<file path="config.mk">
export PLATFORM = sky130hd
export DESIGN_NAME = pattern_gen
export DESIGN_NICKNAME = d
export VERILOG_FILES = /design/src/rtl/pattern_gen.sv
export SDC_FILE = /design/constraint.sdc
export NUM_CORES = 1
export LEC_CHECK = 0
export CAP_MARGIN = 20
export CORE_ASPECT_RATIO = 1.1
export CORE_MARGIN = 2
export CORE_UTILIZATION = 40
export CTS_CLUSTER_DIAMETER = 30
export DETAILED_ROUTE_END_ITERATION = 10
export GPL_ROUTABILITY_DRIVEN = 0
export MAX_ROUTING_LAYER = met4
export SETUP_SLACK_MARGIN = 0.1
export SLEW_MARGIN = 20
export SYNTH_ARGS = -nofsm -noshare
export SYNTH_HDL_FRONTEND = slang
export SYNTH_SLANG_ARGS = --single-unit
export TNS_END_PERCENT = 50
</file>
<file path="constraint.sdc">
create_clock -name clk -period 3.05 [get_ports clk]
set_input_delay 0.61 -clock clk [delete_from_list [all_inputs] [get_ports clk]]
set_output_delay 0.61 -clock clk [all_outputs]
set_load 0.03 [all_outputs]
</file>
<file path="src/rtl/pattern_gen.sv">
`default_nettype none
// ============================================================================
// Module   : pattern_gen
// Purpose  : Serialises a latched parallel pattern onto one output line, MSB
//            first, one bit per clock, repeated (pattern_cnt + 1) times per
//            accepted trigger. Feeds the glitch output driver.
// Revision : 1.0 - initial release
// ============================================================================
module pattern_gen #(
  parameter int WIDTH     = 8,
  parameter int CNT_WIDTH = 8
) (
  input  logic                 clk,
  input  logic                 rst,
  input  logic                 en,
  input  logic [WIDTH-1:0]     pattern,
  input  logic [CNT_WIDTH-1:0] pattern_cnt,
  output logic                 out,
  output logic                 rdy,
  output logic                 done
);

  // Bit-index width kept at least 1 so a 1-bit pattern still elaborates.
  localparam int IDX_W = (WIDTH > 1) ? $clog2(WIDTH) : 1;
  localparam logic [IDX_W-1:0] IDX_LAST = IDX_W'(WIDTH - 1);

  typedef enum logic [0:0] {
    IDLE  = 1'b0,
    SHIFT = 1'b1
  } state_e;

  state_e               state_q, state_d;
  logic [WIDTH-1:0]     p_q, p_d;
  logic [CNT_WIDTH-1:0] n_q, n_d;
  logic [CNT_WIDTH-1:0] pass_q, pass_d;
  logic [IDX_W-1:0]     idx_q, idx_d;
  logic                 out_q, out_d;
  logic                 rdy_q, rdy_d;
  logic                 done_q, done_d;
  logic [WIDTH-1:0]     p_rot;

  // The pattern register rotates left each bit time, so after WIDTH bits it
  // holds the original pattern again and the next pass follows with no gap.
  // The rotate is written with shifts so WIDTH=1 still elaborates.
  assign p_rot = (p_q << 1) | (p_q >> (WIDTH - 1));

  // Next-state and next-output logic; outputs are computed one cycle ahead
  // so every port comes straight from a flop.
  always_comb begin
    state_d = state_q;
    p_d     = p_q;
    n_d     = n_q;
    pass_d  = pass_q;
    idx_d   = idx_q;
    out_d   = 1'b0;
    rdy_d   = 1'b0;
    done_d  = 1'b0;
    case (state_q)
      IDLE: begin
        rdy_d = 1'b1;
        if (en) begin
          state_d = SHIFT;
          p_d     = pattern;
          n_d     = pattern_cnt;
          pass_d  = '0;
          idx_d   = '0;
          out_d   = pattern[WIDTH-1];
          rdy_d   = 1'b0;
        end
      end
      SHIFT: begin
        p_d = p_rot;
        if (idx_q == IDX_LAST) begin
          idx_d = '0;
          // Pass counter never exceeds the latched N, so a full-scale
          // repeat count cannot wrap the counter before the run ends.
          if (pass_q == n_q) begin
            state_d = IDLE;
            rdy_d   = 1'b1;
            done_d  = 1'b1;
            out_d   = 1'b0;
          end else begin
            pass_d = pass_q + CNT_WIDTH'(1);
            out_d  = p_rot[WIDTH-1];
          end
        end else begin
          idx_d = idx_q + IDX_W'(1);
          out_d = p_rot[WIDTH-1];
        end
      end
      default: begin
        state_d = IDLE;
      end
    endcase
  end

  // State and output registers; reset takes priority over a trigger.
  always_ff @(posedge clk) begin
    if (rst) begin
      state_q <= IDLE;
      p_q     <= '0;
      n_q     <= '0;
      pass_q  <= '0;
      idx_q   <= '0;
      out_q   <= 1'b0;
      rdy_q   <= 1'b1;
      done_q  <= 1'b0;
    end else begin
      state_q <= state_d;
      p_q     <= p_d;
      n_q     <= n_d;
      pass_q  <= pass_d;
      idx_q   <= idx_d;
      out_q   <= out_d;
      rdy_q   <= rdy_d;
      done_q  <= done_d;
    end
  end

  assign out  = out_q;
  assign rdy  = rdy_q;
  assign done = done_q;

endmodule
`default_nettype wire

</file>
==> metrics.yaml <==
outcome:
  status: "finished, final reports clean"
global_route:
  top_usage_layer: "met2"
  use_met1_pct: 18.1
  grt_pass1_vias: 1185
  grtUsageMet3_pct: 5.59
  grt_overflow: 0
  grt_pass1_wl_um: 5240
  grt_max_degree: 29
  grtUsageMet2_pct: 28.3
  antenna_found_initial: 0
  groute.usage.overall_pct: 16.5
floorplan:
  fp.coreArea_mm2: 0.00363
  fp.dieW_um: 62.3
  ios: 22
  initial_core_util_pct: 41.3
  die-area_mm2: 0.00425
  rows: 23
  fp.dieH_um: 68.2
routing:
  vias_per_cell: 4.98
  via_count: 1224
  drt-pass1-iter-count: 4
  wl_per_cell_um: 12.0
  drt_iter0_drc: 84
  drc: 0
  antenna_left: 0
  routed_wl_um: 2960
timing:
  finalHoldViolations: 0
  rsz0062_at_grt: "no"
  slew_violations: 0
  finalCritPeriodShare_pct: 61.2
  min_period_ns: 1.87
  hold_slack_ns: 0.470
  clock_skew_ns: 0.00375
  setup-tns-final_ns: 0
  tightest_slew_ns: 0.598
  maxSlewHeadroom_pct: 60.0
  fmaxAchievable_mhz: 535
  setup_violations: 0
yosys:
  synth_cell_type_count: 34
  syn_area_per_cell_um2: 8.70
  ys_seq_area_share_pct: 41.5
  synthesis.nets: 194
  netlist_area_mm2: 0.00150
  synth_largest_area_cell: "dfxtp_1"
  synth_seq_cells: 31
  synth_top_area_share_pct: 41.5
  yosys-top-cells-area: "dfxtp_1 (41%), a21oi_1 (7.4%), nor2_1 (6.5%)"
  yosysWarnings: 0
  syn-instance-count: 172
hold_path:
  hold_path.class: "register to register"
  min_path_cells: 2
final_layout:
  synthToLayoutAreaGrowth_pct: 25.9
  num-nets-final: 217
  fill_cells: 385
  final_common_cell: "dfxtp_1"
  antenna_cells: 0
  final_cell_mix: "dfxtp_1 (31), nor2_1 (26), nand2_1 (22), a21oi_1 (22), clkdlybuf4s50_1 (21)"
  final_cells: 246
  fin_area_mm2: 0.00188
  drive_gt1_share_pct: 11.7
power_and_ir_drop:
  p_sw_share_pct: 23.4
  seqPwrFrac_pct: 44.5
  p_clk_share_pct: 43.6
  internal_power_w: 0.000741
  ir_worst_vdd_mv: 0.253
  p_per_area_mw_per_mm2: 514
  combPwrFrac_pct: 11.9
  leakagePower_nw: 0.780
  power.switching_w: 0.000227
worst_setup_path:
  cp.required_ns: 2.44
  critPathMaxFanout: 1
  max_stage_delay_ns: 0.66
  crit_family: "buffers and inverters"
  crit_buf_inv: 1
  path_class: "register to output port"
  crit_cells: 1
  start_kind: "register"
  crit_chain: "clkdlybuf4s50_1"
  worstPathArrival_ns: 1.26
  cp_slowest_cell: "clkdlybuf4s50_1"
  end_kind: "output port"
  r2r_cells: 5
  reg2reg_slack_ns: 1.22
job:
  maxCapViolCount: 0
cts:
  cts_max_level: 2
  numCtsBuffers: 5
  clockBufferDepth: 2
  cts-resized-gates: 0
  clk_pin_slew_ns: 0.07
  clock_sinks: 31
  cts_root_buffer: "clkbuf_8"
  tritoncts: "yes"
  insertion_delay_ns: 0.29
  cts_hold_buf: 0
  post_cts_buffers: 0
place:
  place_inst: 238
  io_buffers: 21
  dp_hpwl_um: 2120
  dpl_cell_area_mm2: 0.00177
[worst paths after layout]
path,to,start
worst min register to register,n_q[7]$_SDFFE_PP0P_,n_q[7]$_SDFFE_PP0P_
worst max register to register,pass_q[5]$_SDFFE_PP0P_,pass_q[0]$_SDFFE_PP0P_
worst max-delay path,rdy,rdy$_SDFF_PP1_
worst min-delay path,n_q[7]$_SDFFE_PP0P_,n_q[7]$_SDFFE_PP0P_
[logic make-up (layout without fill, tap and decap cells)]
kind of cell,count (synthesis),after routing,share of synthesized area [%]
compound gates,31,31,13.0
xor+xnor,8,8,5.69
fa+ha+maj,3,3,2.51
buf+inv,12,36,3.18
flops,31,31,41.5
mux,10,10,7.11
simple gates,77,77,27.1
[metal layers]
metal	routed length [um]	vias to the layer above
li1	-	631
met5	0	-
met2	1430	19
met3	112	3
met4	35	0
met1	1380	571
[cell type report]
| type | instances | area (um^2) | share of cell area (%) |
|---|---|---|---|
| tap | 50 | 62.6 | 3.32 |
| multi-input combinational | 129 | 828 | 44.0 |
| inverter | 2 | 7.51 | 0.398 |
| sequential | 31 | 621 | 32.9 |
| clock inverter | 2 | 35.0 | 1.86 |
| timing repair buffer | 26 | 248 | 13.1 |
| clock buffer | 6 | 82.6 | 4.38 |
[Yosys cell counts (all sizes together)]
master and n:
a211oi 1, a21o 2, a21oi 23, a31oi 1, and3 1, and4 1, buf 5, clkbuf 5
dfxtp 31, ha 3, inv 2, mux2 2, mux2i 8, nand2 22, nand2b 3, nand3 2
nand3b 2, nand4 3, nor2 26, nor2b 2, nor3 5, nor3b 5, nor4 2, nor4b 1
o21ai 2, o31ai 1, o41ai 1, or3 1, or3b 1, xor2 8
[power groups by stage]
stage / Sequential, W / Clock [W] / Combinational (W)
floorplan: 0.000441 / 0 / 0.0000719
finish: 0.000431 / 0.000422 / 0.000116
global route: 0.000432 / 0.000449 / 0.000129
CTS: 0.000431 / 0.000433 / 0.000118
global placement: 0.000439 / 0 / 0.000114
detailed placement: 0.000440 / 0 / 0.000117
[stage by stage]
| stage | power [W] | util [%] | setup WS (ns) |
|---|---|---|---|
| 6_report | 0.000968 | 52.0 | 1.18 |
| 5_1_grt | 0.00101 | 52.0 | 1.09 |
| 4_1_cts | 0.000981 | 52.0 | 1.16 |
| 3_5_place_dp | 0.000557 | 48.7 | 0.894 |
| 3_3_place_gp | 0.000553 | 48.7 | 0.932 |
| 2_1_floorplan | 0.000513 | - | 1.45 |
[flip-flops by register name, indices dropped and copies added, names as in the netlist]
name and flops:
state_q 1, idx_q 3, rdy 1, out 1, p_q 8, pass_q 8, done 1, n_q 8
Note: power is estimated with default switching activity, not from simulation.
==> RTL edit: new RTL, config.mk and constraints unchanged <==
The parameter `WIDTH` goes from 8 to 16.
--- a/src/rtl/pattern_gen.sv
+++ b/src/rtl/pattern_gen.sv
@@ -8,5 +8,5 @@
 // ============================================================================
 module pattern_gen #(
-  parameter int WIDTH     = 8,
+  parameter int WIDTH     = 16,
   parameter int CNT_WIDTH = 8
 ) (
Ports: changed (resized pattern); port bits go from 22 to 30. The function was not compared with the original's and may differ.
==> RTL edit against the original RTL <==
Sequential power up 31%; power grew 8.3%; largest power group unchanged; synthesized area up 29%; count of clock-buffer cells in the layout is the same; worst setup slack worse by 35 ps; sequential cell count grew 9; largest cell class unchanged; die area rose by 27%; final area increased by 22%; wire length increased by 32%; synthesized cell count increased by 38%; clock power shrank 21%; clock skew increased by 5.0 ps; combinational power increased by 30%.
==> RTL edit: results (changes against the original RTL) <==
CTS
  – Clock Sinks: 40 (was 31)
  – CTS max path bufs: 2 (unchanged)
  – CTS H-tree depth: 2 (unchanged)
  – CTS buffer count: 5 (unchanged)
  – Cts repair resizes: 0 (unchanged)
  – CTS root buffer: clkbuf_8 (unchanged)
  – Clk slew on worst S/H paths: 70 ps (about the same)
  – Later-pin clock latency in the skew report: 300 ps
  – Setup bufs post-CTS: 0 (unchanged)

Detailed routing
  – First drt pass iteration count: 4 (unchanged)
  – DR iter-0 viols: 80 (was 84)
  – Final wirelength: 3910 um (was 2960 um)
  – Via count: 1634 (was 1224)

Setup path
  – Top Family by Delay on Critical Path: buffers and inverters (unchanged)
  – WP data arrival: 1290 ps (was 1260 ps)
  – Slowest-stage cell, CP: clkdlybuf4s50_1 (unchanged)
  – Max stage delay on crit path: 680 ps (was 660 ps)
  – CP max FO: 1 (unchanged)

Layout
  – Final #Nets: 290 (was 217)
  – N_diodes: 0 (unchanged)
  – Share of layout cells above drive strength 1: 6.51% (was 11.7%)
  – Layout Cells excl Fill: 317 (was 246)
  – Top Registers: p_q x16, n_q x8, pass_q x8 (was n_q x8, p_q x8, pass_q x8)

Pwr
  – NetSw: 0.000272 W (was 0.000227 W)
  – Leak Pwr: 0.876 nW (was 0.780 nW)
  – Clock net power: 0.000335 W (was 0.000422 W)
  – Comb pwr share: 14.4% (was 11.9%)
  – Worst vdd ir: 0.241 mV (was 0.253 mV)

Synthesis
  – Netlist cell types: 38 (was 34)
  – Avg Synthesized Cell Area: 8.10 um^2 (was 8.70 um^2)
  – Most frequent cells after synthesis: 44 x nor2_1, 40 x dfxtp_1, 33 x a21oi_1, 22 x nand2_1, 16 x mux2i_1 (was 31 x dfxtp_1, 26 x nor2_1, 22 x a21oi_1, 22 x nand2_1, 8 x mux2i_1)
  – Synth top area cells: dfxtp_1 42%, a21oi_1 8.6%, nor2_1 8.6% (was dfxtp_1 41%, a21oi_1 7.4%, nor2_1 6.5%)
  – Sequential share of the synthesized area: 41.5% (about the same)
  – Syn. warnings: 0 (unchanged)
  – Synthesized Nets: 267 (was 194)
  – Asr flop ratio synth: 0% (unchanged)

STA
  – Final setup TNS: 0 ps (unchanged)
  – Tightest Pin Transition: 538 ps (was 598 ps)
  – Clk_skew: 8.79 ps (was 3.75 ps)

Global routing
  – Gr usage total: 15.9% (was 16.5%)
  – Initial antenna violation count: 0 (unchanged)
  – Vias in the first global route: 1464 (was 1185)
  – First-pass GRT wire length: 6650 um (was 5240 um)
  – Largest net degree at the start of global routing: 37 (was 29)

Placement
  – Post-DP HPWL: 2680 um (was 2120 um)
  – Cells after DPL: 310 (was 238)
  – Post-place setup slack: 855 ps (was 894 ps)
  – Number of port buffers: 29 (was 21)

Status
  – Status: complete, no violations (unchanged)

Hold path
  – Min-Delay Path Class: reg -> reg (unchanged)
-- RTL edit: cell count changes after synthesis, sizes merged, moves of 3 or more --
cell	delta
a21oi	+10
buf	+6
dfxtp	+9
inv	+5
mux2i	+8
nand3	+8
nor2	+18
nor3	-4
nor3b	-3
o21ai	+6
xnor2	+8
xor2	-8
-- RTL edit: stage by stage --
step	hold slack, ps	total power [W]	instance area (um^2)
after floorplan	450	0.000673	1930
after global placement	460	0.000726	2220
after detailed placement	464	0.000727	2220
after CTS	474	0.00106	2300
after global routing	495	0.00110	2300
final	469	0.00105	2300
-- RTL edit: path summary, 6_finish.rpt --
kind	from	end	slack (ps)	cells past startpoint
setup reg to reg	pass_q[3]$_SDFFE_PP0P_	pass_q[4]$_SDFFE_PP0P_	1260	5
hold reg to reg	n_q[1]$_SDFFE_PP0P_	n_q[1]$_SDFFE_PP0P_	470	2
hold / removal	n_q[1]$_SDFFE_PP0P_	n_q[1]$_SDFFE_PP0P_	470	2
setup / recovery	rdy$_SDFF_PP1_	rdy	1150	1
-- RTL edit: layer usage --
metal / vias up / wire (um) / GRT usage (%)
met4: 0 / 72 / 6.35
met2: 35 / 1680 / 24.1
met1: 739 / 1970 / 20.3
met3: 5 / 188 / 4.20
li1: 855 / - / -
met5: - / 0 / -
-- RTL edit: final cells by class --
cell class                 instances  area (um^2)
clock inverter                     1         5.00
sequential                        40          801
timing repair buffer              34          328
inverter                           7         26.3
multi-input combinational        173          997
tap                               56         70.1
clock buffer                       6         72.6
fill                             459         2350
-- RTL edit: kinds of logic after synthesis --
group / after synthesis / share of synthesized area, %
DFF: 40 / 41.5
and+or+nand+nor: 92 / 21.5
buffers and inverters: 25 / 6.75
adders and majority gates: 2 / 1.30
muxes: 16 / 8.31
xor gates and xnor gates: 8 / 4.02
AOI/OAI and AO/OA: 55 / 16.6
